[src/rtl/load_store_unit.sv]
// load_store_unit: one-outstanding load/store bus stage; define MISALIGN_CHECK_EN to fault misaligned H/W accesses
module load_store_unit (
  input  logic        clk,
  input  logic        reset,
  input  logic        req_valid,
  output logic        req_ready,
  input  logic        req_write,
  input  logic [2:0]  req_funct,
  input  logic [31:0] req_address,
  input  logic [31:0] req_store_data,
  output logic        mem_valid,
  input  logic        mem_ready,
  output logic [31:0] mem_address,
  output logic        mem_write,
  output logic [3:0]  mem_strobe,
  output logic [31:0] mem_wdata,
  input  logic [31:0] mem_rdata,
  output logic        resp_valid,
  output logic [31:0] resp_data,
  output logic        resp_misaligned
);
  typedef enum logic [1:0] {IDLE, BUS, RESP} state_t;
  state_t state_q, state_d;
  logic [31:0] addr_q, addr_d, wdata_q, wdata_d, rdata_q, rdata_d;
  logic [3:0] strobe_q, strobe_d;
  logic [2:0] funct_q, funct_d;
  logic [1:0] off_q, off_d, o;
  logic write_q, write_d, mis_q, mis_d, is_b, is_h, misaligned;
  logic [7:0] lb;
  logic [15:0] lh;
  logic [31:0] load_val;
  always_comb begin
    o = req_address[1:0];
    is_b = req_funct[1:0] == 2'b00;
    is_h = req_funct[1:0] == 2'b01;
`ifdef MISALIGN_CHECK_EN
    misaligned = (is_h & o[0]) | (~is_b & ~is_h & (o != 2'b00));
`else
    misaligned = 1'b0;
`endif
    lb = 8'(mem_rdata >> {off_q, 3'b000});
    lh = off_q[1] ? mem_rdata[31:16] : mem_rdata[15:0];
    load_val = funct_q[1:0] == 2'b00 ? {{24{lb[7] & ~funct_q[2]}}, lb} :
               funct_q[1:0] == 2'b01 ? {{16{lh[15] & ~funct_q[2]}}, lh} : mem_rdata;
    state_d = state_q;
    addr_d = addr_q;
    write_d = write_q;
    strobe_d = strobe_q;
    wdata_d = wdata_q;
    funct_d = funct_q;
    off_d = off_q;
    rdata_d = rdata_q;
    mis_d = mis_q;
    if (state_q == IDLE && req_valid) begin
      addr_d = {req_address[31:2], 2'b00};
      write_d = req_write;
      funct_d = req_funct;
      off_d = o;
      strobe_d = !req_write ? 4'b0000 : is_b ? 4'b0001 << o : is_h ? 4'b0011 << {o[1], 1'b0} : 4'b1111;
      wdata_d = is_b ? {4{req_store_data[7:0]}} : is_h ? {2{req_store_data[15:0]}} : req_store_data;
      mis_d = misaligned;
      rdata_d = misaligned ? req_address : rdata_q;
      state_d = misaligned ? RESP : BUS;
    end
    if (state_q == BUS && mem_ready) begin
      rdata_d = write_q ? 32'h0 : load_val;
      state_d = RESP;
    end
    if (state_q == RESP) state_d = IDLE;
  end
  always_ff @(posedge clk) begin
    if (reset) begin
      state_q <= IDLE;
      addr_q <= '0;
      write_q <= 1'b0;
      strobe_q <= '0;
      wdata_q <= '0;
      funct_q <= '0;
      off_q <= '0;
      rdata_q <= '0;
      mis_q <= 1'b0;
    end else begin
      state_q <= state_d;
      addr_q <= addr_d;
      write_q <= write_d;
      strobe_q <= strobe_d;
      wdata_q <= wdata_d;
      funct_q <= funct_d;
      off_q <= off_d;
      rdata_q <= rdata_d;
      mis_q <= mis_d;
    end
  end
  assign req_ready = state_q == IDLE;
  assign mem_valid = state_q == BUS;
  assign resp_valid = state_q == RESP;
  assign mem_address = addr_q;
  assign mem_write = write_q;
  assign mem_strobe = strobe_q;
  assign mem_wdata = wdata_q;
  assign resp_data = rdata_q;
  assign resp_misaligned = mis_q;
endmodule

[config.mk]
export PLATFORM = sky130hd
export DESIGN_NAME = load_store_unit
export DESIGN_NICKNAME = d
export VERILOG_FILES = /design/src/rtl/load_store_unit.sv
export SDC_FILE = /design/constraint.sdc
export NUM_CORES = 1
export LEC_CHECK = 0
export BUFFER_PORTS_ARGS = -buffer_cell sky130_fd_sc_hd__clkbuf_2
export CAP_MARGIN = 20
export CORE_ASPECT_RATIO = 1.1
export CORE_MARGIN = 4
export CORE_UTILIZATION = 42
export DETAILED_ROUTE_END_ITERATION = 16
export PLACE_DENSITY = 0.76
export SLEW_MARGIN = 20
export SYNTH_ARGS = -nofsm -noshare
export SYNTH_HDL_FRONTEND = slang
export SYNTH_SLANG_ARGS = --single-unit
[constraint.sdc]
create_clock -name clk -period 1.9 [get_ports clk]
set_clock_uncertainty 0.2 [all_clocks]
set_input_delay 0.38 -clock clk [delete_from_list [all_inputs] [get_ports clk]]
set_output_delay 0.38 -clock clk [all_outputs]
set_load 0.02 [all_outputs]
==> reports/summary.md <==
Setup violations remaining at the end of the flow were counted as 0. The peak clock frequency supported by timing came out at 531 MHz. Summing every instance area after synthesis gives 4580 um2. For the normalized max-slew margin, the log shows 0.495. In this run the critical register-to-register path is launched from off_q[0]$_SDFFE_PP0P_. The logs give 0.889 for the routability congestion estimate from global placement and 1.93 ns for the worst path required time. The cell sitting at the root of the clock tree is a sky130_fd_sc_hd__clkbuf_16. The final critical-path required period came out at 1.88 ns. STA classifies the critical path endpoint as a flip-flop. The die boundary width is 108 um, and the final-stage net count is 839. Setup repair after global routing could not meet its margin everywhere. Overall global routing resource usage: 0.215.

The count of nets left with antenna violations once routing finished came out at 0. The tools report the minimum setup slack in the final design as 0.0170 ns. The design draws 5.29 mW.

The number of global-route vias before repair was 4754; the maximum clock path buffer count was 2. The biggest area contributor in the post-synthesis netlist is sky130_fd_sc_hd__dfxtp_1. Fraction of post-synthesis cell area in the top cell type by area: 0.463.

The worst register-to-register path ends at resp_data[22]$_SDFFE_PP0P_. In the routed design, unresolved DRC markers number 0. In this run the power density over the cells is 850 nW/um2. Leaving out filler cells and counting taps, the final layout contains 883.

The arrival time of the worst setup path was 1.91 ns; the number of endpoints with negative hold slack in the final report was 0. The run gives -0.110 ns as the worst slack after detailed placement. The count of pins over their slew limit was 0; the pin count of the biggest net entering global routing was 74.

The floorplan has 39 rows. Sorting the synthesized cells by area gives the leading types as sky130_fd_sc_hd__dfxtp_1 46%, sky130_fd_sc_hd__nand2_1 11%, sky130_fd_sc_hd__a21oi_1 6.2%, sky130_fd_sc_hd__mux2i_1 5.5%, sky130_fd_sc_hd__a221o_1 3.7%. During synthesis, Yosys emitted a total of 0 warnings. The logs give 0 for the final antenna diode count and 43 for the number of different library cells in the post-synthesis netlist. Fraction of final layout cells with drive strength greater than 1: 0.377.

Counting the buffers created by CTS gives 9. From synthesis to final layout, the design area changed by 36.0%. The tools report the type of origin of the critical path as a flip-flop. Dividing the detail-routed via count by the number of cells gives 5.24.

The fill cell instance count of the final layout was 983; the number of cells traversed by the worst register-to-register path was 5. The tools report the initial antenna violation count as 0. The async set or reset register ratio after synthesis is 0, and the detail-routed net length per standard cell is 15.3 um.

Count of input and output buffers: 205. The leakage power is 2.97 nW, and the setup total negative slack is 0 ns. The fraction of the cycle the final worst path needs was 0.991; the number of standard cells after synthesis was 532. The part of the Yosys area used for sequential elements was 0.463.

CTS clock-pin slew for the worst setup and hold paths: 0.07 ns. Counting flops with a built-in enable in the synthesized netlist gives 0. By count the netlist is led by 131 x sky130_fd_sc_hd__nand2_1, 106 x sky130_fd_sc_hd__dfxtp_1, 57 x sky130_fd_sc_hd__a21oi_1. The run gives 22.6 mm as the first-pass GRT wire length. The path class of the tightest hold or removal check is in2reg.

The final route contains 4625 vias. Across the VDD grid, the largest voltage drop is 0.000446 V. For this block, the initial DRC count from the detailed router was 163. After synthesis, the mean cell area works out to 8.61 um2.

The critical path in this run is classified as reg2reg. Max-cap violation count: 0. Once placement completed, the tool counted placed cells totaling 867.

The insertion delay to the later sink of the worst-skew pair is 0.34 ns. The die covers 12600 um2. The most common flop cell mapped by yosys is sky130_fd_sc_hd__dfxtp_1. CTS saw 106 sinks.

After synthesis the netlist holds a flip-flop and latch count of 106. The first detailed-routing pass took 4 iterations. The worst-path maximum fanout is 16. By instance count, the leading cell after synthesis is sky130_fd_sc_hd__nand2_1. The effective utilization at floorplan came out at 0.434. Counting instances, the worst hold path has a depth of 3. The core box area is 10500 um2, and the worst-margin pin slew is 0.758 ns. After global routing the overflow that remains totals 0. The critical path ends at resp_data[22]$_SDFFE_PP0P_.

Setup slack on the worst reg-to-reg path comes out at 0.02 ns. The routed design has 13.5 mm of wire. The tools report the final cell utilization of the core as 0.591. The flow ran to the end, and the final reports show no timing, DRC or antenna violations. The beginning of the critical path was off_q[0]$_SDFFE_PP0P_. For the boundary pin count, the log shows 209.

The H-tree was split into 3 levels. The half-perimeter wire length after detailed placement is 10.4 mm. Measured along the y axis, the die boundary spans 118 um. TritonCTS built the clock tree.
[metal layers]
metal / share of wire / GRT usage / vias up / wire length [um]
met1: 0.41 / 0.255 / 2144 / 5530
met3: 0.065 / 0.0384 / 37 / 875
li1: - / - / 2260 / -
met5: 0 / 0 / - / 0
met4: 0.038 / 0.110 / 0 / 514
met2: 0.49 / 0.367 / 184 / 6610
[kinds of logic after synthesis]
group           synth area share
other cells             0.000819
buf+inv                   0.0560
simple gates               0.168
mux                       0.0948
compound gates             0.217
flops                      0.463
[registers in the layout (all words and copies together), names as in the netlist]
name / count
mem_wdata: 32
resp_data: 32
mem_address: 30
mem_strobe: 4
funct_q: 3
off_q: 2
state_q: 2
mem_write: 1
[placed cells by master, fill, tap and decap left out, drive strengths merged, types with 3 or more instances in the layout]
cell	Yosys	layout
dfxtp	106	106
conb	1	3
clkinvlp	0	3
mux2i	25	25
o21ai	24	24
a21oi	57	57
o22ai	8	8
nand2	131	131
a221o	24	24
buf	13	32
nor2	37	37
mux4	7	7
nor3	8	8
a211oi	8	8
a211o	7	7
inv	11	13
a311oi	8	8
clkbuf	34	215
nand2b	4	4
[where the power goes]
group | total, mW | switching [mW] | internal [mW]
logic | 1.07 | 0.635 | 0.432
registers | 2.45 | 0.0877 | 2.36
clock network | 1.77 | 0.835 | 0.936
[metrics by stage]
| stage | hold slack, ns | cell area (um2) |
|---|---|---|
| 2_1_floorplan | 0.259 | 4600 |
| 3_3_place_gp | 0.236 | 5920 |
| 3_5_place_dp | 0.244 | 5920 |
| 4_1_cts | 0.0390 | 6220 |
| 5_1_grt | 0.0532 | 6230 |
| 6_report | 0.0549 | 6230 |
[critical path: stages (launching register included)]
cell,delay (ns)
sky130_fd_sc_hd__dfxtp_4,0.37
sky130_fd_sc_hd__mux2_4,0.32
sky130_fd_sc_hd__a221oi_4,0.33
sky130_fd_sc_hd__nor4b_4,0.09
sky130_fd_sc_hd__buf_12,0.16
sky130_fd_sc_hd__a221o_2,0.30
[how the worst min path moves through the flow]
stage / startpoint / slack, ns / endpoint
2_1_floorplan: funct_q[2]$_SDFFE_PP0P_ / 0.26 / funct_q[2]$_SDFFE_PP0P_
5_1_grt: req_address[3] / 0.05 / mem_address[3]$_SDFFE_PP0P_
4_1_cts: req_address[3] / 0.04 / mem_address[3]$_SDFFE_PP0P_
3_3_place_gp: resp_data[2]$_SDFFE_PP0P_ / 0.24 / resp_data[2]$_SDFFE_PP0P_
3_5_place_dp: resp_data[5]$_SDFFE_PP0P_ / 0.24 / resp_data[5]$_SDFFE_PP0P_
6_report: req_address[4] / 0.05 / mem_address[4]$_SDFFE_PP0P_
[final cells by class]
cell class / instances / area [um2] / share of cell area
clock buffer: 10 / 239 / 0.0384
tap: 143 / 179 / 0.0287
multi-input combinational: 370 / 2240 / 0.360
inverter: 11 / 41.3 / 0.00663
timing repair buffer: 237 / 1350 / 0.217
sequential: 106 / 2130 / 0.341
clock inverter: 6 / 48.8 / 0.00784
[what timing repair did]
| item | 4_1_cts | 5_1_grt |
|---|---|---|
| endpoints found under the setup margin | 1 | 17 |
| gates resized for setup | 1 | 3 |
| hold buffers | 0 | 0 |
| setup buffers | 0 | 1 |
No activity file was read; power rests on OpenSTA's default activity.
